File: config.mk
export PLATFORM = sky130hd
export DESIGN_NAME = lfsr_keystream_sched
export DESIGN_NICKNAME = d
export VERILOG_FILES = /design/src/rtl/lfsr_pkg.sv /design/src/rtl/lfsr_ctx_bank.sv /design/src/rtl/lfsr_keystream_sched.sv
export SDC_FILE = /design/constraint.sdc
export NUM_CORES = 1
export LEC_CHECK = 0
export ABC_AREA = 1
export BUFFER_PORTS_ARGS = -buffer_cell sky130_fd_sc_hd__buf_2
export CORE_AREA = 2 2 76 60
export DETAILED_ROUTE_END_ITERATION = 10
export DIE_AREA = 0 0 78 62
export PLACE_DENSITY = 0.73
export REMOVE_ABC_BUFFERS = 1
export SLEW_MARGIN = 0
export SYNTH_ARGS = -nofsm -noshare
export SYNTH_HDL_FRONTEND = slang
export SYNTH_SLANG_ARGS = --single-unit
File: constraint.sdc
create_clock -name clk -period 2.2 [get_ports clk]
set_clock_uncertainty 0.05 [all_clocks]
set_input_delay 0.66 -clock clk [delete_from_list [all_inputs] [get_ports clk]]
set_output_delay 0.66 -clock clk [all_outputs]
set_load 0.03 [all_outputs]
File: src/rtl/lfsr_pkg.sv
// Shared constants, scheduler state type and the LFSR step function for the
// two-channel keystream scheduler.
package lfsr_pkg;

    localparam int                LFSR_W          = 8;
    localparam logic [LFSR_W-1:0] LFSR_TAPS       = 8'hE1;
    localparam logic [LFSR_W-1:0] LFSR_RESET_SEED = 8'h41;
    localparam int                NUM_CH          = 2;

    typedef enum logic {
        IDLE = 1'b0,
        WARM = 1'b1
    } sched_state_t;

    // Fibonacci step: shift left, feedback is the parity of the tapped bits.
    function automatic logic [LFSR_W-1:0] lfsr_step(input logic [LFSR_W-1:0] s,
                                                    input logic [LFSR_W-1:0] taps);
        return {s[LFSR_W-2:0], ^(s & taps)};
    endfunction

endpackage

File: src/rtl/lfsr_ctx_bank.sv
// Per-channel LFSR context registers. A seed load beats a step on the same
// channel; a zero seed is replaced by RESET_SEED so no context can lock up.
module lfsr_ctx_bank
    import lfsr_pkg::*;
#(
    parameter int                NUM_CH     = 2,
    parameter int                WIDTH      = LFSR_W,
    parameter logic [WIDTH-1:0]  TAPS       = LFSR_TAPS,
    parameter logic [WIDTH-1:0]  RESET_SEED = LFSR_RESET_SEED
) (
    input  logic                          clk,
    input  logic                          rst,
    input  logic [NUM_CH-1:0]             ld_en,
    input  logic [WIDTH-1:0]              ld_seed,
    input  logic [NUM_CH-1:0]             step_en,
    output logic [NUM_CH-1:0][WIDTH-1:0]  ctx,
    output logic                          seed_zero
);

    logic [WIDTH-1:0] ld_val;

    assign seed_zero = (ld_seed == '0);
    assign ld_val    = seed_zero ? RESET_SEED : ld_seed;

    for (genvar g = 0; g < NUM_CH; g++) begin : g_ch
        logic [WIDTH-1:0] state;

        always_ff @(posedge clk or posedge rst) begin
            if (rst)
                state <= RESET_SEED;
            else if (ld_en[g])
                state <= ld_val;
            else if (step_en[g])
                state <= lfsr_step(state, TAPS);
        end

        assign ctx[g] = state;
    end

endmodule

File: src/rtl/lfsr_keystream_sched.sv
// Two-channel round-robin byte encryptor sharing one LFSR keystream engine,
// with per-channel reseed and a discard (warm-up) run after each seed load.
module lfsr_keystream_sched
    import lfsr_pkg::*;
#(
    parameter int                WIDTH      = LFSR_W,
    parameter logic [WIDTH-1:0]  TAPS       = LFSR_TAPS,
    parameter logic [WIDTH-1:0]  RESET_SEED = LFSR_RESET_SEED,
    parameter int                WARMUP     = 4
) (
    input  logic              clk,
    input  logic              rst,
    input  logic [1:0]        in_valid,
    input  logic [WIDTH-1:0]  in_data0,
    input  logic [WIDTH-1:0]  in_data1,
    output logic [1:0]        in_ready,
    input  logic              cfg_we,
    input  logic              cfg_ch,
    input  logic [WIDTH-1:0]  cfg_seed,
    output logic              cfg_err,
    output logic              out_valid,
    output logic [WIDTH-1:0]  out_data,
    output logic              out_ch,
    input  logic              out_ready,
    output logic              busy
);

    localparam int              CNT_W     = (WARMUP > 0) ? $clog2(WARMUP + 1) : 1;
    localparam logic [CNT_W-1:0] WARM_LOAD = CNT_W'(WARMUP);
    localparam logic            WARM_EN   = (WARMUP > 0);

    sched_state_t             state, state_nxt;
    logic                     warm_ch, warm_ch_nxt;
    logic [CNT_W-1:0]         cnt, cnt_nxt;
    logic [1:0]               pending, pending_nxt;
    logic                     rr, rr_nxt;
    logic [1:0]               grant, warm_step, ld_en, eligible;
    logic                     slot_free, sel_ch, seed_zero;
    logic [WIDTH-1:0]         sel_data;
    logic [1:0][WIDTH-1:0]    ctx;

    assign ld_en     = cfg_we ? (2'b01 << cfg_ch) : 2'b00;
    assign slot_free = !out_valid || out_ready;
    // A seed load to a channel blocks its grant in the same cycle.
    assign eligible  = in_valid & ~ld_en;

    lfsr_ctx_bank #(
        .NUM_CH     (2),
        .WIDTH      (WIDTH),
        .TAPS       (TAPS),
        .RESET_SEED (RESET_SEED)
    ) u_bank (
        .clk       (clk),
        .rst       (rst),
        .ld_en     (ld_en),
        .ld_seed   (cfg_seed),
        .step_en   (grant | warm_step),
        .ctx       (ctx),
        .seed_zero (seed_zero)
    );

    always_comb begin
        state_nxt   = state;
        warm_ch_nxt = warm_ch;
        cnt_nxt     = cnt;
        rr_nxt      = rr;
        grant       = 2'b00;
        warm_step   = 2'b00;
        pending_nxt = pending;
        if (cfg_we && WARM_EN)
            pending_nxt[cfg_ch] = 1'b1;

        case (state)
            IDLE: begin
                if (WARM_EN && (|pending)) begin
                    state_nxt   = WARM;
                    warm_ch_nxt = !pending[0];
                    cnt_nxt     = WARM_LOAD;
                end else if (slot_free) begin
                    if (eligible == 2'b11) begin
                        grant  = rr ? 2'b10 : 2'b01;
                        rr_nxt = !rr;
                    end else begin
                        grant = eligible;
                    end
                end
            end
            WARM: begin
                warm_step[warm_ch] = 1'b1;
                if (cfg_we && (cfg_ch == warm_ch)) begin
                    cnt_nxt = WARM_LOAD;
                end else if (cnt <= CNT_W'(1)) begin
                    pending_nxt[warm_ch] = 1'b0;
                    state_nxt            = IDLE;
                end else begin
                    cnt_nxt = cnt - CNT_W'(1);
                end
            end
            default: state_nxt = IDLE;
        endcase
    end

    assign in_ready = grant;
    assign busy     = (state == WARM);
    assign sel_ch   = grant[1];
    assign sel_data = sel_ch ? in_data1 : in_data0;

    always_ff @(posedge clk or posedge rst) begin
        if (rst) begin
            state     <= IDLE;
            warm_ch   <= 1'b0;
            cnt       <= '0;
            pending   <= 2'b00;
            rr        <= 1'b0;
            cfg_err   <= 1'b0;
            out_valid <= 1'b0;
            out_data  <= '0;
            out_ch    <= 1'b0;
        end else begin
            state   <= state_nxt;
            warm_ch <= warm_ch_nxt;
            cnt     <= cnt_nxt;
            pending <= pending_nxt;
            rr      <= rr_nxt;
            cfg_err <= cfg_we && seed_zero;
            if (|grant) begin
                out_valid <= 1'b1;
                out_data  <= sel_data ^ ctx[sel_ch];
                out_ch    <= sel_ch;
            end else if (out_ready) begin
                out_valid <= 1'b0;
            end
        end
    end

endmodule
After elaboration in Yosys (flattened, before gate mapping). Index checks and enable logic that the tools add are counted.

Register bits after elaboration: 35. Input port bits: 31. Word-level logic and storage cells: 84.

$add $sub $neg: 1. Order comparisons: 6. Eq/ne operators: 4. Shift-type cells: 1. Multiplexer cells: 33. Bitwise gates (word level): 9. Reduce and logical (&&, ||, !) cells: 19.

Operator list (count): $mux 8 (8); $mux 2 (11); $reduce_xor 8->1 (2); $mux 3 (3); $logic_not 8->1 (1); $xor 8x8->8 (1); $mux 1 (7); $lt 1x2->1 const B (3); $pmux 3 s2 (1); $reduce_bool 2->1 (3); $and 2x2->2 (2); $logic_and 1x1->1 (4); $not 2->2 (2); $or 2x2->2 (2); $reduce_and 2->1 (2); $reduce_and 4->1 (1); $reduce_or 2->1 (2); $le 3x1->1 const B (1); $logic_not 1->1 (3); $ne 3x3->1 const B (1); $sub 3x1->3 const B (1); $demux 1 s1 (2); $eq 2x2->1 const B (1); $ge 1x1->1 const B (2); other kinds (6) (7).

Depth between registers and ports, before layout. Gate-level depths: netlist (run 1).

Depth after elaboration: 12. Depth in mapped cells: 10.

Modules after synthesis. From an unflattened synthesis (run 1), not the netlist that was laid out.

Cells, all modules: 309. Area, all modules: 2250.9 um^2.

By module, submodules not included: lfsr_keystream_sched (instances 1, cells an instance 189, area an instance 1296.2 um^2, seq. area each 475.5 um^2); lfsr_ctx_bank (instances 1, cells an instance 120, area an instance 954.7 um^2, seq. area each 405.4 um^2).

Worst setup path after synthesis (run 1). Ideal clock, no wire load.

Kind: input port to output port. From: input port out_ready. To: output port in_ready[1]. Arrival: 1552 ps. Setup slack: -62 ps. Cell stages on the path: 7. Path through: inv_1 > nand2_1 > nand3_1 > nor2_8 > nand2_8 > buf_6 > inv_1.

Longest elaborated chain between the ends: 4.

RTL lines: start: declaration (line lfsr_keystream_sched.sv:24) `input logic out_ready,`; $logic_or 1x1->1 (line lfsr_keystream_sched.sv:43) `assign slot_free = !out_valid || out_ready;`; $mux 2 (line lfsr_keystream_sched.sv:79) `end else if (slot_free) begin`; $mux 2 (line lfsr_keystream_sched.sv:75) `if (WARM_EN && (|pending)) begin`; $mux 2 (line lfsr_keystream_sched.sv:73) `case (state)`; end: declaration (line lfsr_keystream_sched.sv:16) `output logic [1:0] in_ready,`.

No other way between the ends.

Worst setup path after layout (run 1).
From: input port cfg_ch. To: output port in_ready[1].

Longest elaborated chain between the ends: 9.

RTL lines: start: declaration (line lfsr_keystream_sched.sv:18) `input logic cfg_ch,`; $shl 1x1->2 (*) (line lfsr_keystream_sched.sv:42) `assign ld_en = cfg_we ? (2'b01 << cfg_ch) : 2'b00;`; $mux 2 (*) (line lfsr_keystream_sched.sv:42); $not 2->2 (*) (line lfsr_keystream_sched.sv:45) `assign eligible = in_valid & ~ld_en;`; $and 2x2->2 (*) (line lfsr_keystream_sched.sv:45); $eq 2x2->1 (line lfsr_keystream_sched.sv:80) `if (eligible == 2'b11) begin`; $mux 2 (*) (line lfsr_keystream_sched.sv:80); $mux 2 (*) (line lfsr_keystream_sched.sv:79); $mux 2 (*) (line lfsr_keystream_sched.sv:75); $mux 2 (*) (line lfsr_keystream_sched.sv:73).

Mark *: on every way between the ends. The rest lies on a longest branch, timed or not.

==> results of run 1 <==
==> metrics by stage <==
step | power, mW | hold slack, ps
2_1_floorplan | 2.26 | 424
3_3_place_gp | 2.61 | 401
3_5_place_dp | 2.65 | 412
4_1_cts | 3.17 | 429
5_1_grt | 3.46 | 451
6_report | 3.18 | 420
==> critical path, cell delays in order <==
cell      delay (ps)
buf_4            110
inv_2             50
a21boi_4         200
nand3_4          130
nand2_8           70
inv_1             30
clkbuf_4         170
==> layer usage <==
metal  vias up  GRT usage (%)  share of wire [%]
met5         -              0                  0
met4         0           4.51               0.56
met3         4           4.62                4.8
met2        47           32.0                 42
met1       856           31.0                 52
li1        945              -                  -
==> cell type report <==
| class | instances | area share [%] |
|---|---|---|
| Timing Repair Buffer | 51 | 10.9 |
| Inverter | 34 | 5.13 |
| Clock buffer | 8 | 3.94 |
| Sequential cell | 35 | 34.7 |
| Tap cell | 57 | 2.81 |
| Multi-Input combinational cell | 191 | 42.5 |
==> synthesized netlist by cell type <==
library cell / n / area [sq um]
xnor2_1: 13 / 114
nand3_4: 1 / 17.5
nor2_2: 2 / 12.5
nand2_4: 4 / 45.0
nor2_8: 1 / 20.0
inv_4: 1 / 6.26
inv_2: 2 / 7.51
dfstp_2: 4 / 105
o211ai_1: 6 / 45.0
nand2_8: 1 / 20.0
buf_2: 2 / 10.0
xor2_1: 8 / 70.1
a21oi_2: 2 / 17.5
nand3_2: 2 / 20.0
nor2_1: 10 / 37.5
buf_6: 1 / 11.3
nand2_1: 85 / 319
a21oi_1: 6 / 30.0
a21boi_4: 1 / 18.8
inv_1: 31 / 116
o22ai_1: 3 / 18.8
nor3_1: 2 / 10.0
dfrtp_1: 31 / 776
nand3_1: 29 / 145
ha_1: 2 / 25.0
o21ai_0: 12 / 60.1
nand2_2: 1 / 6.26
buf_12: 1 / 20.0
==> state kept, by name (all words and copies together), names as in the netlist <==
name,count
cfg_err,1
warm_ch,1
pending,2
out_data,8
out_ch,1
cnt,3
rr,1
busy,1
u_bank.g_ch.state,16
out_valid,1
==> power groups by stage <==
stage          clock, mW  sequential [mW]  combinational [mW]
2_1_floorplan          0             1.37               0.889
3_3_place_gp           0             1.24                1.37
3_5_place_dp           0             1.25                1.40
4_1_cts            0.521             1.24                1.41
5_1_grt            0.560             1.29                1.61
6_report           0.516             1.25                1.42
==> final timing paths <==
kind / from / end / slack, ps / cells past startpoint
min: rst / out_valid / 420 / 3
max in group asynchronous: rst / u_bank.g_ch[0].state[0] / 1310 / 3
min reg2reg: out_data[6] / out_data[6] / 430 / 2
max reg2reg: pending[0] / u_bank.g_ch[0].state[3] / 620 / 9
min in group clk: out_data[6] / out_data[6] / 430 / 2
max: cfg_ch / in_ready[1] / 70 / 7
==> what timing repair did <==
| item | CTS | global route |
|---|---|---|
| pin swaps | 0 | 2 |
| gates cloned | 0 | 0 |
| endpoints found under the setup margin | 1 | 2 |
| resized for setup | 1 | 8 |
==> cells in the final DEF, fill, tap and decap left out, types with 4 or more instances in the layout <==
cell      count
clkbuf_8      7
nand2_1      84
buf_2        42
dfrtp_1      31
xnor2_1      13
a21oi_1       6
inv_1        30
o21ai_0      12
dfstp_2       4
nor2_1        8
nand3_1      28
nand2_4       4
o211ai_1      6
xor2_1        8
buf_4         8
==> cells by family (layout without fill, tap and decap cells) <==
logic type | Yosys count | count (layout) | synth area share, %
AO/OA/AOI/OAI | 30 | 30 | 9.04
XOR/XNOR | 21 | 21 | 8.74
adder cells (fa/ha/maj) | 2 | 2 | 1.19
buffers and inverters | 38 | 93 | 8.15
flip-flops | 35 | 35 | 41.9
AND/OR/NAND/NOR | 138 | 138 | 31.0
==> impl_metrics.env, run 1 <==
export IMPL_stdcell_count=376
export IMPL_drt_initial_drc_count=75
export IMPL_fin_crit_ps=2130
export IMPL_switchingPower_mw=1.38
export IMPL_worstSetupPathType="in -> out"
export IMPL_wl_per_cell_um=12.4
export IMPL_grt_overflow=0
export IMPL_utilization_pct=60.4
export IMPL_syn_avg_cell_area_sq_um=7.97
export IMPL_fin_setup_tns_ps=0
export IMPL_cts_buffers=5
export IMPL_area_growth_pct=20.6
export IMPL_switching_share_pct=43.3
export IMPL_timing_final_crit_share_pct=96.9
export IMPL_drc_errors=0
export IMPL_fmax_mhz=469
export IMPL_worst_slew_pin_slew_ps=484
export IMPL_grt_max_degree=36
export IMPL_antenna_found_initial=0
export IMPL_yosys_warnings=0
export IMPL_drtAntennaViolNets=0
export IMPL_drive_gt1_share_pct=26.6
export IMPL_dieArea_sq_um=4840
export IMPL_place_ws_ps=-3.62
export IMPL_cts_clk_slew_worst_paths_ps=70
export IMPL_endpoint_kind="output port"
export IMPL_cp_required_ps=1490
export IMPL_fp_dieW_um=78
export IMPL_io_buffer_count=44
export IMPL_synth_seq_cells=35
export IMPL_multi_input_area_sq_um=1080
export IMPL_via_per_inst=4.93
export IMPL_pwr_share_comb_pct=44.5
export IMPL_critPathMaxFanout=3
export IMPL_clockBufferDepth=2
export IMPL_setup_viol=0
export IMPL_power_density_nw_per_um2=1250
export IMPL_initial_utilization_pct=50.1
export IMPL_rsz0062_at_grt="no"
export IMPL_wl_mm=4.65
export IMPL_cts_htree_levels=2
export IMPL_nets=351
export IMPL_diodes=0
export IMPL_grt_pass1_wl_mm=7.74
export IMPL_io_pins=45
export IMPL_core_sq_um=4200
export IMPL_clock_latency_ps=280
export IMPL_netlist_area_sq_um=2100
export IMPL_place_hpwl_mm=3.49
export IMPL_maxCapViolCount=0
export IMPL_status="finished clean"
export IMPL_rows=21
export IMPL_final_area_sq_um=2540
export IMPL_cts_sinks=35
export IMPL_cts_hold_buf=0
export IMPL_dp_cells=368
export IMPL_placed_area_sq_um=2410
export IMPL_grt_total_usage_pct=21.0
export IMPL_netlist_cell_type_count=28
export IMPL_worstSetupStartpointType="input pin"
export IMPL_fillers=401
export IMPL_cts_tree="done"
export IMPL_seqCellArea_sq_um=881
export IMPL_critPathArrivalTime_ps=1420
export IMPL_vias=1852
export IMPL_die_height_um=62
export IMPL_finalHoldViolCount=0
export IMPL_seqPwrFrac_pct=39.3
export IMPL_slew_headroom_pct=67.4
export IMPL_p_int_mw=1.81
export IMPL_postCtsSetupBuffers=0
export IMPL_ys_seq_area_share_pct=41.9
export IMPL_firstDrtPassIters=4
export IMPL_drv_slew=0
export IMPL_clock_root_buffer="clkbuf_8"
export IMPL_netlist_instances=264
export IMPL_place_congestion=0.802
export IMPL_clockPowerShare_pct=16.2
export IMPL_power_leakage_nw=1.34
export IMPL_fin_ws_ps=68.5
export IMPL_irDropWorstVdd_mv=0.506
export IMPL_grt_pass1_vias=1653
export IMPL_hp_class="in -> async"
(Power assumes the default switching activity.)
==> run 2, diff against run 1 <==
--- a/config.mk
+++ b/config.mk
@@ -10,6 +10,7 @@
 export CORE_AREA = 2 2 76 60
 export DETAILED_ROUTE_END_ITERATION = 10
 export DIE_AREA = 0 0 78 62
+export GPL_TIMING_DRIVEN = 0
 export PLACE_DENSITY = 0.73
 export REMOVE_ABC_BUFFERS = 1
 export SLEW_MARGIN = 0
==> run 2 against run 1 <==
Register-to-register slack got worse by 90 ps. Critical path type unchanged. Largest power group unchanged. Highest routed layer unchanged. Total power rose by 3.0%. Global-route usage down 0.16 points. Critical path depth grew 1.
==> impl_metrics.env, run 2 (synthesis results as in run 1) <==
export IMPL_status="finished clean"
export IMPL_via_per_inst=4.88
export IMPL_vias=1835
export IMPL_clockBufferDepth=2
export IMPL_endpoint_kind="output port"
export IMPL_worst_slew_pin_slew_ps=855
export IMPL_cts_sinks=35
export IMPL_drtAntennaViolNets=0
export IMPL_dieArea_sq_um=4840
export IMPL_grt_pass1_wl_mm=7.58
export IMPL_power_leakage_nw=1.35
export IMPL_critPathArrivalTime_ps=1440
export IMPL_cp_top_family="buffers and inverters"
export IMPL_cp_required_ps=1490
export IMPL_cts_hold_buf=0
export IMPL_rsz0062_at_grt="no"
export IMPL_final_common_cell="nand2_1"
export IMPL_cp_num_buf_inv=4
export IMPL_cpPeakStageDelay_ps=150
export IMPL_finalHoldViolCount=0
export IMPL_io_buffer_count=44
export IMPL_cts_clk_slew_worst_paths_ps=70
export IMPL_drt_initial_drc_count=66
export IMPL_area_growth_pct=22.5
export IMPL_fmax_mhz=465
export IMPL_critPathMaxFanout=5
export IMPL_wl_per_cell_um=12.5
export IMPL_cts_tree="done"
export IMPL_grt_max_degree=21
export IMPL_utilization_pct=61.3
export IMPL_firstDrtPassIters=4
export IMPL_rows=21
export IMPL_hp_class="reg -> reg"
export IMPL_wl_mm=4.71
export IMPL_drc_errors=0
export IMPL_crit_chain="buf_2 > nand2_4 > nand2_4 > inv_4 > nand3_4 > nand2_8 > inv_1 > buf_4"
export IMPL_place_congestion=0.774
export IMPL_setup_viol=0
export IMPL_cts_htree_levels=2
export IMPL_drv_slew=0
export IMPL_cts_buffers=5
export IMPL_clock_root_buffer="clkbuf_8"
export IMPL_slowest_stage="buf_2"
export IMPL_largest_register_ffs=16
export IMPL_timing_final_crit_share_pct=97.8
export IMPL_worstSetupStartpointType="input pin"
export IMPL_reg_top3="u_bank.g_ch.state: 16 flops, out_data: 8 flops, cnt: 3 flops"
export IMPL_top_register="u_bank.g_ch.state"
export IMPL_slew_headroom_pct=42.9
export IMPL_grt_total_usage_pct=20.8
export IMPL_io_pins=45
export IMPL_grt_pass1_vias=1601
export IMPL_power_density_nw_per_um2=1270
export IMPL_layout_common_cells="nand2_1 (84), buf_2 (41), inv_1 (30), dfrtp_1 (30), nand3_1 (28)"
export IMPL_fin_crit_ps=2150
export IMPL_drive_gt1_share_pct=27.3
export IMPL_fillers=402
export IMPL_core_sq_um=4200
export IMPL_nets=351
export IMPL_die_height_um=62
export IMPL_clock_latency_ps=290
export IMPL_initial_utilization_pct=50.1
export IMPL_irDropWorstVdd_mv=0.623
export IMPL_crit_top_cell="nand2_4"
export IMPL_fin_hold_ws_ps=419
export IMPL_maxCapViolCount=0
export IMPL_antenna_found_initial=0
export IMPL_diodes=0
export IMPL_worstSetupPathType="in -> out"
export IMPL_place_hpwl_mm=3.54
export IMPL_fp_dieW_um=78
export IMPL_grt_overflow=0
[run 2: cell type report]
class / instances / area (sq um) / area share (%)
multi-input cells: 191 / 1080 / 41.8
flip-flops and latches: 35 / 882 / 34.2
repair buffers: 51 / 300 / 11.6
inverters: 34 / 130 / 5.05
clock buffers: 6 / 82.6 / 3.20
well taps: 57 / 71.3 / 2.77
clock inverters: 2 / 35.0 / 1.36
[run 2: path summary, 6_finish.rpt]
path                            startpoint                 endpoint  slack [ps]  cells past startpoint
worst max-delay path                cfg_we              in_ready[1]          50                      8
worst min-delay path                out_ch                   out_ch         420                      2
worst max register to register  pending[0]  u_bank.g_ch[0].state[1]         530                      9
worst min register to register      out_ch                   out_ch         420                      2
max in group asynchronous              rst  u_bank.g_ch[0].state[0]         950                      3
min in group asynchronous              rst                       rr         490                      2
[run 2: power by group]
part	leakage [nW]	switching (mW)	internal [mW]
clock	0.0612	0.233	0.367
sequential	0.407	0.293	0.968
combinational	0.885	0.853	0.564
total	1.35	1.38	1.90
[run 2: per-layer routing]
| layer | global-route usage (%) | routed length [um] |
|---|---|---|
| met1 | 29.3 | 2440 |
| met2 | 33.0 | 2000 |
| met3 | 4.62 | 247 |
| met4 | 6.02 | 16 |
| met5 | 0 | 0 |
[run 2: what timing repair did]
item                                    4_1_cts  5_1_grt
endpoints found under the setup margin        2        2
pin swaps                                     4        2
gates resized for setup                       2       10
buffers inserted                              4        2
[run 2: metrics by stage]
step	TNS (ps)	setup WS, ps	area (sq um)	power, mW	instances
finish	0	49.1	2580	3.28	376
global route	0	1.91	2580	3.54	376
CTS	-0.961	-0.961	2540	3.26	374
detailed placement	-257	-203	2380	2.63	362
global placement	-200	-157	2350	2.58	361
floorplan	0	36.2	2060	2.26	260
[run 2: tightest hold or removal path, cell delays in order, from the launching register on]
cell and delay, ps:
dfrtp_1 340, nand2_1 50, nand2_1 50
